### config.mk
export PLATFORM = sky130hd
export DESIGN_NAME = tlul_arb_m1
export DESIGN_NICKNAME = d
export VERILOG_FILES = /design/src/rtl/tlul_arb_m1.sv
export SDC_FILE = /design/constraint.sdc
export NUM_CORES = 1
export LEC_CHECK = 0
export ABC_CLOCK_PERIOD_IN_PS = 4400
export CORE_AREA = 3 3 160 162
export CTS_CLUSTER_SIZE = 16
export DETAILED_ROUTE_END_ITERATION = 8
export DIE_AREA = 0 0 163 165
export PLACE_DENSITY = 0.45
export SETUP_SLACK_MARGIN = 0.15
export SYNTH_ARGS = -nofsm -noshare
export SYNTH_HDL_FRONTEND = slang
export SYNTH_SLANG_ARGS = --single-unit
### constraint.sdc
create_clock -name clk_i -period 4.4 [get_ports clk_i]
set_input_delay 0.44 -clock clk_i [delete_from_list [all_inputs] [get_ports clk_i]]
set_output_delay 0.44 -clock clk_i [all_outputs]
set_load 0.02 [all_outputs]
### src/rtl/tlul_arb_m1.sv
// M:1 TL-UL host arbiter: round-robin A-channel grant with stall locking and an
// in-order routing FIFO that steers each D response back to its requesting host.
package tlul_pkg;
  typedef struct packed {
    logic        a_valid;
    logic [2:0]  a_opcode;
    logic [2:0]  a_param;
    logic [1:0]  a_size;
    logic [7:0]  a_source;
    logic [31:0] a_address;
    logic [3:0]  a_mask;
    logic [31:0] a_data;
    logic        d_ready;
  } tl_h2d_t;

  typedef struct packed {
    logic        d_valid;
    logic [2:0]  d_opcode;
    logic [2:0]  d_param;
    logic [1:0]  d_size;
    logic [7:0]  d_source;
    logic        d_sink;
    logic [31:0] d_data;
    logic        d_error;
    logic        a_ready;
  } tl_d2h_t;
endpackage

module tlul_arb_m1_chk (
  input logic clk_i,
  input logic rst_i,
  input logic locked,
  input logic lock_valid
);
  // A locked host must keep its request up until it is accepted.
  locked_host_holds_valid: assert property (@(posedge clk_i) disable iff (rst_i)
    locked |-> lock_valid);
endmodule

module tlul_arb_m1 #(
  parameter int M = 2,
  parameter int MaxOutstanding = 4,
  localparam int IdxW = $clog2(M),
  localparam int CntW = $clog2(MaxOutstanding) + 1
) (
  input  logic              clk_i,
  input  logic              rst_i,
  input  tlul_pkg::tl_h2d_t tl_h2d_i [M],
  output tlul_pkg::tl_d2h_t tl_d2h_o [M],
  output tlul_pkg::tl_h2d_t tl_h2d_o,
  input  tlul_pkg::tl_d2h_t tl_d2h_i,
  output logic              busy_o,
  output logic [CntW-1:0]   outstanding_o,
  output logic              spurious_o
);
  localparam int PtrW = $clog2(MaxOutstanding);

  logic [IdxW-1:0] rr_ptr_r;
  logic            locked_r;
  logic [IdxW-1:0] lock_idx_r;
  logic [IdxW-1:0] fifo_r [MaxOutstanding];
  logic [PtrW-1:0] wr_ptr_r;
  logic [PtrW-1:0] rd_ptr_r;
  logic [CntW-1:0] count_r;
  logic            spurious_r;

  logic [IdxW-1:0] gnt_s;
  logic            gnt_valid_s;
  logic [IdxW-1:0] rr_next_s;
  logic            full_s;
  logic            have_s;
  logic [IdxW-1:0] head_s;
  logic            a_valid_fwd_s;
  logic            a_hs_s;
  logic            a_stall_s;
  logic            host_a_ready_s;
  logic            d_ready_fwd_s;
  logic            d_valid_route_s;
  logic            pop_s;
  logic            spur_s;
  logic [CntW-1:0] count_next_s;
  logic            lock_valid_s;
  tlul_pkg::tl_h2d_t fwd_s;

  // Grant selection: held host while locked, otherwise first valid host from rr_ptr.
  always_comb begin
    int cand;
    gnt_s = '0;
    gnt_valid_s = 1'b0;
    cand = 0;
    if (locked_r) begin
      gnt_s = lock_idx_r;
      gnt_valid_s = 1'b1;
    end else begin
      // Descending scan so the lowest rotation offset is written last and wins.
      for (int i = M - 1; i >= 0; i--) begin
        cand = (int'(rr_ptr_r) + i) % M;
        gnt_s = tl_h2d_i[cand].a_valid ? IdxW'(cand) : gnt_s;
        gnt_valid_s = tl_h2d_i[cand].a_valid ? 1'b1 : gnt_valid_s;
      end
    end
  end

  assign rr_next_s = (gnt_s == IdxW'(M - 1)) ? '0 : gnt_s + IdxW'(1);
  assign full_s    = (count_r == CntW'(MaxOutstanding));
  assign have_s    = (count_r != '0);
  assign head_s    = fifo_r[rd_ptr_r];
  assign lock_valid_s = tl_h2d_i[lock_idx_r].a_valid;

  // Handshake and routing qualifiers; everything is gated off while in reset.
  always_comb begin
    a_valid_fwd_s   = !rst_i && gnt_valid_s && !full_s && tl_h2d_i[gnt_s].a_valid;
    host_a_ready_s  = !rst_i && gnt_valid_s && !full_s && tl_d2h_i.a_ready;
    a_hs_s          = a_valid_fwd_s && tl_d2h_i.a_ready;
    a_stall_s       = a_valid_fwd_s && !tl_d2h_i.a_ready;
    d_valid_route_s = !rst_i && have_s && tl_d2h_i.d_valid;
    if (rst_i) begin
      d_ready_fwd_s = 1'b0;
    end else if (have_s) begin
      d_ready_fwd_s = tl_h2d_i[head_s].d_ready;
    end else begin
      // Nothing in flight: any response is spurious and is drained.
      d_ready_fwd_s = 1'b1;
    end
    pop_s  = have_s && tl_d2h_i.d_valid && d_ready_fwd_s;
    spur_s = !have_s && tl_d2h_i.d_valid;
  end

  // Occupancy update: push and pop in the same cycle cancel out.
  always_comb begin
    case ({a_hs_s, pop_s})
      2'b10:   count_next_s = count_r + CntW'(1);
      2'b01:   count_next_s = count_r - CntW'(1);
      default: count_next_s = count_r;
    endcase
  end

  // Downstream request: granted host's payload with qualified valid/ready.
  always_comb begin
    fwd_s = tl_h2d_i[gnt_s];
    fwd_s.a_valid = a_valid_fwd_s;
    fwd_s.d_ready = d_ready_fwd_s;
  end

  assign tl_h2d_o = fwd_s;

  // Host responses: D payload broadcast, d_valid only to head, a_ready only to grant.
  always_comb begin
    for (int h = 0; h < M; h++) begin
      tl_d2h_o[h] = tl_d2h_i;
      tl_d2h_o[h].d_valid = d_valid_route_s && (head_s == IdxW'(h));
      tl_d2h_o[h].a_ready = host_a_ready_s && (gnt_s == IdxW'(h));
    end
  end

  // Arbiter state, routing FIFO, occupancy and sticky spurious flag.
  always_ff @(posedge clk_i or posedge rst_i) begin
    if (rst_i) begin
      rr_ptr_r   <= '0;
      locked_r   <= 1'b0;
      lock_idx_r <= '0;
      wr_ptr_r   <= '0;
      rd_ptr_r   <= '0;
      count_r    <= '0;
      spurious_r <= 1'b0;
      for (int k = 0; k < MaxOutstanding; k++) begin
        fifo_r[k] <= '0;
      end
    end else begin
      if (a_hs_s) begin
        fifo_r[wr_ptr_r] <= gnt_s;
        wr_ptr_r <= wr_ptr_r + PtrW'(1);
        rr_ptr_r <= rr_next_s;
        locked_r <= 1'b0;
      end else if (a_stall_s) begin
        locked_r   <= 1'b1;
        lock_idx_r <= gnt_s;
      end else begin
        locked_r <= locked_r;
      end
      if (pop_s) begin
        rd_ptr_r <= rd_ptr_r + PtrW'(1);
      end else begin
        rd_ptr_r <= rd_ptr_r;
      end
      if (spur_s) begin
        spurious_r <= 1'b1;
      end else begin
        spurious_r <= spurious_r;
      end
      count_r <= count_next_s;
    end
  end

  assign outstanding_o = count_r;
  assign busy_o        = (count_r != '0);
  assign spurious_o    = spurious_r;

  tlul_arb_m1_chk u_chk (
    .clk_i      (clk_i),
    .rst_i      (rst_i),
    .locked     (locked_r),
    .lock_valid (lock_valid_s)
  );
endmodule

==> results.yml, run 1 <==
synth:
  synth.top_cells.by_count: "108 x sky130_fd_sc_hd__buf_4, 82 x sky130_fd_sc_hd__mux2_2, 15 x sky130_fd_sc_hd__dfrtp_1"
  synth_cell_types: 31
  synth-seq-area-share_pct: 14.1
  synth.top_cell.area_share_pct: 34.7
  synth_most_common_cell: "sky130_fd_sc_hd__buf_4"
  synth_top_cell_by_area: "sky130_fd_sc_hd__mux2_2"
  synthesis.area_per_instance_sq_um: 9.56
  edff_count_synth: 0
  most_instantiated_flip_flop_cell_in_the_synthesis_netlist: "sky130_fd_sc_hd__dfrtp_1"
  synth.area.top_cells: "sky130_fd_sc_hd__mux2_2 35%, sky130_fd_sc_hd__buf_4 31%, sky130_fd_sc_hd__dfrtp_1 14%"
  postSynthNetCount: 510
  netlist_area_sq_um: 2660
  synthCells: 278
  ys.warnings.count: 0
  synthArstFlopShare_pct: 100
  register_bit_count_reported_by_yosys: 15
power_and_ir_drop:
  seq_power_share_pct: 10.1
  clock_power_share_pct: 6.7
  power.density_nw_per_um2: 534
  ir_worst_vdd_uv: 640
  p_int_mw: 1.51
  cellLeakagePower_nw: 1.88
  power.share.combinational_pct: 83.2
  switching_share_pct: 44.2
  total_switching_power_mw: 1.19
layout:
  layout-drive-gt1-share_pct: 20.8
  num_antenna_cells: 0
  finish.utilization_pct: 20.9
  final_cell_area_sq_um: 5060
  count_of_filler_cells_inserted_in_the_layout: 2661
  finalNetCount: 676
  areaGrowthSynthToFinish_pct: 90.3
sta:
  final_critical_path_setup_slack_ps: 1160
  holdWs_ps: 488
  min_period_ps: 3240
  hold_viol_final: 0
  fin_setup_tns_ps: 0
  relSlewSlack_pct: 67.9
  timing.clock.skew_ps: 2.15
  timing_worst_slew_pin_value_ps: 479
  max_clock_freq_mhz: 308
  setup_viol: 0
  fin_crit_sh_pct: 73.7
  final-max-slew-violation-count: 0
  rsz0062_at_grt: "no"
run:
  cap_violations: 0
floorplan:
  ioPinCount: 421
  starting_utilization_of_the_core_area_pct: 11.0
  die-area_sq_um: 26900
  placement_rows: 57
  standard_cell_core_area_sq_um: 24200
  die_x_extent_um: 163
  die_h_um: 165
clocking:
  tritoncts_num_sinks: 15
  cts_repair_resize_count: 0
  htree_levels: 1
  cts.repair_timing.setup_buffer_count: 0
  worst_setup_hold_path_clk_slew_ps: 50
  cts-root-buf: "sky130_fd_sc_hd__clkbuf_16"
  cts_made_buffers: 3
  cts.hold.buffers_added: 0
  cts_buffer_depth: 2
  tritoncts: "yes"
  clock_latency_ps: 250
worst_setup_path:
  critical_path_data_arrival_time_ps: 2800
  cp_common_cell: "sky130_fd_sc_hd__clkdlybuf4s50_1"
  crit_path_max_incr_delay_ps: 580
  startpoint_type: "primary input"
  worstPathCellList: "clkdlybuf4s50_1 -> o21ai_1 -> o21ai_4 -> buf_12 -> mux2_2 -> clkdlybuf4s50_1"
  end_kind: "primary output"
  timing.critical_path.required_ps: 3960
  crit_fanout: 65
  cpMaxStageDelayCell: "sky130_fd_sc_hd__clkdlybuf4s50_1"
  critPathKind: "primary input to primary output"
global_routing:
  wire_length_of_the_first_global_routing_pass_um: 19700
  initial_antenna_violation_count: 1
  track_usage_pct: 9.77
  grt_max_degree: 66
  global_route.overflow_total: 0
  first_global_vias: 2916
drt:
  antenna_violating_nets_left: 0
  route.detailed.drc: 0
  route.detailed.vias_per_inst: 3.34
  first_pass_iters: 3
  post_drt_wl_per_cell_um: 19.1
  detail_route.wirelength_um: 14700
  vias: 2562
  initialDrtViolationCount: 65
min_path:
  min-delay-path-class: "flip-flop to flip-flop"
place:
  dp_slack_ps: 1130
  detailed_place_hpwl_um: 12600
  gpl.final_weighted_congestion: 0.690
  port_buffers: 270
  cell_area_reported_after_detailed_placement_sq_um: 4980
status:
  status: "complete, no violations"
-- cells in the final DEF (no fill, tap or decap), drive strengths merged --
master         Yosys  routed
clkdlybuf4s50      0     270
mux2              89      89
dfrtp             15      15
mux2i             10      10
inv               10      10
nor2               5       5
nand3              5       5
ha                 5       5
nor3b              4       4
clkbuf             1       4
xor2               3       3
nand2              3       3
buf              111       3
o21ai              3       3
a21oi              2       2
xnor2              2       2
nor3               2       2
or3                1       1
o31ai              1       1
o21a               1       1
a21boi             1       1
nor2b              1       1
and3b              1       1
o21bai             1       1
fa                 1       1
-- area by class of cell --
type / instances / area, sq um / area share [%]
Clock buffer: 4 / 78.8 / 1.56
Inverter: 10 / 37.5 / 0.742
Multi-Input combinational cell: 141 / 1420 / 28.1
Sequential cell: 15 / 375 / 7.42
Tap cell: 324 / 405 / 8.02
Timing Repair Buffer: 273 / 2740 / 54.1
-- per-layer routing --
| layer | share of wire, % | track usage [%] | vias up |
|---|---|---|---|
| met5 | 0.089 | 0 | - |
| met4 | 5.2 | 5.65 | 2 |
| met3 | 8.2 | 2.78 | 85 |
| met2 | 47 | 14.9 | 119 |
| met1 | 40 | 12.3 | 1187 |
| li1 | - | - | 1169 |
-- power by group through the flow --
stage / Clock [mW] / Combinational [mW] / Sequential, mW
2_1_floorplan: 0 / 1.40 / 0.275
3_3_place_gp: 0 / 2.26 / 0.271
3_5_place_dp: 0 / 2.27 / 0.275
4_1_cts: 0.188 / 2.29 / 0.274
5_1_grt: 0.192 / 2.39 / 0.284
6_report: 0.181 / 2.25 / 0.272
-- state kept, by name, indices dropped and copies added (netlist names) --
name           count
outstanding_o      3
fifo_r             4
lock_idx_r         1
rr_ptr_r           1
spurious_o         1
rd_ptr_r           2
locked_r           1
wr_ptr_r           2
-- logic make-up after synthesis --
family                     Yosys count  synth area share (%)
AOI/OAI and AO/OA                    9                  2.21
xor gates and xnor gates             5                  1.65
adders and majority gates            6                  3.11
buffers and inverters              122                  32.6
DFF                                 15                  14.1
muxes                               99                  41.6
and+or+nand+nor                     22                  4.66
-- critical path: cells and delay by family --
kind                   cells  cell delay (ps)
buffers and inverters      3             1430
AOI/OAI and AO/OA          2              410
muxes                      1              450
-- stage by stage --
step / power (mW) / instances
global placement: 2.53 / 763
CTS: 2.75 / 767
detailed placement: 2.54 / 763
global route: 2.86 / 767
floorplan: 1.67 / 278
finish: 2.70 / 767
-- final timing paths --
path,startpoint,endpoint,slack (ps),cells past startpoint
setup reg to reg,outstanding_o[0]$_DFFE_PP0P_,outstanding_o[2]$_DFFE_PP0P_,2060,9
setup / recovery,tl_h2d_i[85],tl_h2d_o[9],1160,6
hold reg to reg,spurious_o$_DFFE_PP0P_,spurious_o$_DFFE_PP0P_,490,1
hold / removal,spurious_o$_DFFE_PP0P_,spurious_o$_DFFE_PP0P_,490,1
min in group asynchronous,rst_i,rr_ptr_r$_DFFE_PP0P_,670,3
max in group asynchronous,rst_i,rd_ptr_r[0]$_DFFE_PP0P_,3530,3
(Power assumes the default switching activity.)
==> run 2: changes to the inputs <==
==> config.mk (replaced) <==
export PLATFORM = sky130hd
export DESIGN_NAME = tlul_arb_m1
export DESIGN_NICKNAME = d
export VERILOG_FILES = /design/src/rtl/tlul_arb_m1.sv
export SDC_FILE = /design/constraint.sdc
export NUM_CORES = 1
export LEC_CHECK = 0
export ABC_CLOCK_PERIOD_IN_PS = 3300
export CORE_AREA = 3 3 162 164
export CTS_CLUSTER_SIZE = 16
export DETAILED_ROUTE_END_ITERATION = 8
export DIE_AREA = 0 0 165 167
export PLACE_DENSITY = 0.44
export SETUP_SLACK_MARGIN = 0.15
export SYNTH_ARGS = -nofsm -noshare
export SYNTH_HDL_FRONTEND = slang
export SYNTH_SLANG_ARGS = --single-unit
==> constraint.sdc (replaced) <==
create_clock -name clk_i -period 3.3 [get_ports clk_i]
set_input_delay 0.33 -clock clk_i [delete_from_list [all_inputs] [get_ports clk_i]]
set_output_delay 0.33 -clock clk_i [all_outputs]
set_load 0.02 [all_outputs]
==> results.yml, run 2 (synthesized netlist as in run 1, its figures left out) <==
status:
  status: "complete, no violations"
worst_setup_path:
  timing.critical_path.required_ps: 2970
  startpoint_type: "primary input"
  r2r_start: "outstanding_o[0]$_DFFE_PP0P_"
  ff2ff_setup_slack_ps: 930
  critical_path_data_arrival_time_ps: 2520
  crit_fanout: 39
  r2r-end: "outstanding_o[2]$_DFFE_PP0P_"
  critPathKind: "primary input to primary output"
  end_kind: "primary output"
  worst_reg2reg_path_length_in_cells: 9
drt:
  route.detailed.drc: 0
  antenna_violating_nets_left: 0
  initialDrtViolationCount: 47
  vias: 2551
  post_drt_wl_per_cell_um: 17.5
  first_pass_iters: 4
  route.detailed.vias_per_inst: 3.27
  detail_route.wirelength_um: 13600
layout:
  count_of_filler_cells_inserted_in_the_layout: 2759
  layout_commonest_cell: "sky130_fd_sc_hd__clkdlybuf4s50_1"
  regMostFlops: "fifo_r"
  final-seq-area_sq_um: 375
  final_cells: 780
  num_antenna_cells: 0
  finalNetCount: 683
  areaGrowthSynthToFinish_pct: 92.4
  layout-drive-gt1-share_pct: 22.9
  flip_flop_count_of_the_largest_register_all_copies_and_words_added: 4
  multi_input_comb_area_sq_um: 1420
  most-common-layout-cells: "267 x sky130_fd_sc_hd__clkdlybuf4s50_1, 82 x sky130_fd_sc_hd__mux2_2, 15 x sky130_fd_sc_hd__dfrtp_1"
clocking:
  clock_latency_ps: 240
  worst_setup_hold_path_clk_slew_ps: 50
  htree_levels: 1
  cts_buffer_depth: 2
  cts_made_buffers: 3
  tritoncts: "yes"
  tritoncts_num_sinks: 15
  cts-root-buf: "sky130_fd_sc_hd__clkbuf_16"
  cts.hold.buffers_added: 0
  cts_repair_resize_count: 0
  cts.repair_timing.setup_buffer_count: 0
power_and_ir_drop:
  finalPower_mw: 3.66
  power.density_nw_per_um2: 715
  cellLeakagePower_nw: 1.92
  ir_worst_vdd_uv: 343
sta:
  timing.clock.skew_ps: 2.51
  timing_worst_slew_pin_value_ps: 498
  min_period_ps: 2850
  setup_viol: 0
  rsz0062_at_grt: "no"
  max_clock_freq_mhz: 351
  relSlewSlack_pct: 66.6
  fin_setup_tns_ps: 0
  hold_viol_final: 0
  fin_crit_sh_pct: 86.4
  final-max-slew-violation-count: 0
global_routing:
  initial_antenna_violation_count: 0
  wire_length_of_the_first_global_routing_pass_um: 18600
  global_route.overflow_total: 0
  grt_max_degree: 40
  first_global_vias: 2835
  track_usage_pct: 9.02
floorplan:
  die_h_um: 167
  ioPinCount: 421
  die_x_extent_um: 165
  standard_cell_core_area_sq_um: 25000
  placement_rows: 58
  starting_utilization_of_the_core_area_pct: 10.6
  die-area_sq_um: 27600
min_path:
  hold_path_startpoint: "spurious_o$_DFFE_PP0P_"
  min-delay-path-class: "flip-flop to flip-flop"
  hold-path-endpoint: "spurious_o$_DFFE_PP0P_"
  worst_hold_path.num_cells: 1
place:
  port_buffers: 270
  gpl.final_weighted_congestion: 0.879
  detailed_place_hpwl_um: 12100
  place.detailed.instances: 776
run:
  cap_violations: 0
-- run 2: layout make-up --
| cell class | instances | share of cell area [%] |
|---|---|---|
| Inverter | 10 | 0.734 |
| Timing Repair Buffer | 280 | 54.4 |
| Tap cell | 330 | 8.07 |
| Sequential cell | 15 | 7.34 |
| Multi-Input combinational cell | 141 | 27.8 |
| Clock buffer | 3 | 1.47 |
| Clock inverter | 1 | 0.147 |
-- run 2: per-layer routing --
| layer | up-vias | track usage (%) | share of wire (%) |
|---|---|---|---|
| met5 | - | 0 | 0 |
| met4 | 0 | 4.60 | 5.4 |
| met3 | 72 | 1.84 | 7.5 |
| met2 | 129 | 15.7 | 50 |
| met1 | 1165 | 10.3 | 37 |
| li1 | 1185 | - | - |
-- run 2: critical path: stages --
cell                              delay, ps
sky130_fd_sc_hd__clkdlybuf4s50_1        520
sky130_fd_sc_hd__o21ai_1                140
sky130_fd_sc_hd__o21ai_4                180
sky130_fd_sc_hd__buf_12                 230
sky130_fd_sc_hd__buf_4                  200
sky130_fd_sc_hd__mux2_2                 340
sky130_fd_sc_hd__clkdlybuf4s50_1        550
-- run 2: how the worst max path moves through the flow --
stage                                            start                            to  cells past startpoint
after floorplan           outstanding_o[0]$_DFFE_PP0P_  outstanding_o[2]$_DFFE_PP0P_                      9
after global placement                    tl_h2d_i[85]                  tl_h2d_o[23]                      7
after detailed placement                  tl_h2d_i[85]                  tl_h2d_o[20]                      7
after CTS                                 tl_h2d_i[85]                  tl_h2d_o[26]                      7
after global routing                      tl_h2d_i[85]                  tl_h2d_o[26]                      7
final                                     tl_h2d_i[85]                  tl_h2d_o[83]                      7
-- run 2: stage by stage --
stage	util, %	instance area (sq um)	hold slack, ps	setup WS (ps)
after floorplan	-	2660	240	1120
after global placement	20.1	5030	462	462
after detailed placement	20.1	5030	465	438
after CTS	20.4	5110	480	433
after global routing	20.4	5110	491	360
final	20.4	5110	480	450
-- run 2: report_power, final --
part	switching, mW	leakage, nW	internal, mW	total, mW
Clock	0.0755	0.0371	0.163	0.239
Sequential	0.0863	0.176	0.275	0.362
Combinational	1.42	1.70	1.63	3.06
==> run 3: changes to the inputs <==
--- a/config.mk
+++ b/config.mk
@@ -7,6 +7,7 @@
 export LEC_CHECK = 0
 export ABC_CLOCK_PERIOD_IN_PS = 3300
 export CORE_AREA = 3 3 162 164
+export CTS_BUF_LIST = sky130_fd_sc_hd__clkbuf_4
 export CTS_CLUSTER_SIZE = 16
 export DETAILED_ROUTE_END_ITERATION = 8
 export DIE_AREA = 0 0 165 167
==> results.yml, run 3 (synthesized netlist as in run 1, its figures left out) <==
power_and_ir_drop:
  power.density_nw_per_um2: 697
  p_int_mw: 1.95
  seq_power_share_pct: 10.2
  clock_power_share_pct: 3.1
  cellLeakagePower_nw: 1.89
  power.share.combinational_pct: 86.7
  switching_share_pct: 44.7
  total_switching_power_mw: 1.57
  ir_worst_vdd_uv: 343
global_routing:
  first_global_vias: 2831
  wire_length_of_the_first_global_routing_pass_um: 18600
  grt_use_met1_pct: 10.3
  global_route.peak_usage_layer: "met2"
  grt_max_degree: 40
  global_route.overflow_total: 0
  grt_use_met3_pct: 1.77
  initial_antenna_violation_count: 0
  track_usage_pct: 9.00
  global_route.usage.met2_pct: 15.7
layout:
  num_antenna_cells: 0
  areaGrowthSynthToFinish_pct: 90.4
  layout_commonest_cell: "sky130_fd_sc_hd__clkdlybuf4s50_1"
  flip_flop_count_of_the_largest_register_all_copies_and_words_added: 4
  layout-drive-gt1-share_pct: 22.9
  finish.utilization_pct: 20.2
  regMostFlops: "fifo_r"
  most-common-layout-cells: "267 x sky130_fd_sc_hd__clkdlybuf4s50_1, 82 x sky130_fd_sc_hd__mux2_2, 15 x sky130_fd_sc_hd__dfrtp_1"
  finalNetCount: 683
sta:
  rsz0062_at_grt: "no"
  setup_viol: 0
  max_clock_freq_mhz: 350
  fin_crit_sh_pct: 86.5
  timing_worst_slew_pin_value_ps: 505
  timing.clock.skew_ps: 13.1
  hold_viol_final: 0
  relSlewSlack_pct: 66.2
  fin_setup_tns_ps: 0
  final-max-slew-violation-count: 0
  min_period_ps: 2860
worst_setup_path:
  critPathTopFamily: "buffers and inverters"
  startpoint_type: "primary input"
  end_kind: "primary output"
  critical_path_buf_inv_count: 4
  cpMaxStageDelayCell: "sky130_fd_sc_hd__clkdlybuf4s50_1"
  timing.critical_path.required_ps: 2970
  critical_path_data_arrival_time_ps: 2530
  worst_reg2reg_path_length_in_cells: 9
  cp_common_cell: "sky130_fd_sc_hd__clkdlybuf4s50_1"
  worstPathCellList: "clkdlybuf4s50_1 -> o21ai_1 -> o21ai_4 -> buf_12 -> buf_4 -> mux2_2 -> clkdlybuf4s50_1"
  path_depth: 7
  crit_fanout: 39
  crit_path_max_incr_delay_ps: 550
  critPathKind: "primary input to primary output"
drt:
  first_pass_iters: 4
  post_drt_wl_per_cell_um: 17.5
  vias: 2541
  route.detailed.vias_per_inst: 3.26
  detail_route.wirelength_um: 13600
  route.detailed.drc: 0
  antenna_violating_nets_left: 0
  initialDrtViolationCount: 48
clocking:
  cts-root-buf: "sky130_fd_sc_hd__clkbuf_4"
  cts.hold.buffers_added: 0
  cts_repair_resize_count: 0
  tritoncts: "yes"
  cts_buffer_depth: 2
  worst_setup_hold_path_clk_slew_ps: 110
  cts_made_buffers: 3
  clock_latency_ps: 290
  cts.repair_timing.setup_buffer_count: 0
  htree_levels: 1
  tritoncts_num_sinks: 15
floorplan:
  starting_utilization_of_the_core_area_pct: 10.6
  die-area_sq_um: 27600
  die_h_um: 167
  standard_cell_core_area_sq_um: 25000
  ioPinCount: 421
  die_x_extent_um: 165
  placement_rows: 58
status:
  status: "complete, no violations"
min_path:
  worst_hold_path.num_cells: 1
  min-delay-path-class: "flip-flop to flip-flop"
place:
  detailed_place_hpwl_um: 12100
  gpl.final_weighted_congestion: 0.879
  port_buffers: 270
run:
  cap_violations: 0
==> run 3: cell type report <==
type | instances | area [sq um]
clock inverters | 1 | 7.51
well taps | 330 | 413
fillers | 2767 | 20000
clock buffers | 3 | 22.5
flip-flops and latches | 15 | 375
inverters | 10 | 37.5
multi-input cells | 141 | 1420
repair buffers | 280 | 2780
==> run 3: path summary, 6_finish.rpt <==
check                                             start                           end  slack [ps]
setup / recovery                           tl_h2d_i[85]                  tl_h2d_o[83]         440
hold / removal                   spurious_o$_DFFE_PP0P_        spurious_o$_DFFE_PP0P_         490
setup reg to reg           outstanding_o[0]$_DFFE_PP0P_  outstanding_o[2]$_DFFE_PP0P_         900
hold reg to reg                  spurious_o$_DFFE_PP0P_        spurious_o$_DFFE_PP0P_         490
max in group asynchronous                         rst_i        lock_idx_r$_DFFE_PP0P_        2570
min in group asynchronous                         rst_i        spurious_o$_DFFE_PP0P_         540
==> run 3: metal layers <==
metal	share of wire, %	wire length, um
met3	7.4	1010
met2	50	6790
met1	37	5110
met4	5.3	724
met5	0	0
==> run 3: power by group through the flow <==
stage	clock network, mW	registers [mW]	logic (mW)
finish	0.110	0.360	3.06
global route	0.122	0.373	3.26
CTS	0.115	0.360	3.12
detailed placement	0	0.365	3.10
global placement	0	0.360	3.07
floorplan	0	0.367	1.87
==> run 3: stage by stage <==
step | instance area [sq um] | hold WS [ps] | power, mW | instances | worst slack, ps
global route | 5060 | 506 | 3.75 | 780 | 360
finish | 5060 | 493 | 3.53 | 780 | 445
CTS | 5060 | 493 | 3.60 | 780 | 433
global placement | 5030 | 462 | 3.43 | 776 | 462
floorplan | 2660 | 240 | 2.23 | 278 | 1120
detailed placement | 5030 | 465 | 3.47 | 776 | 438
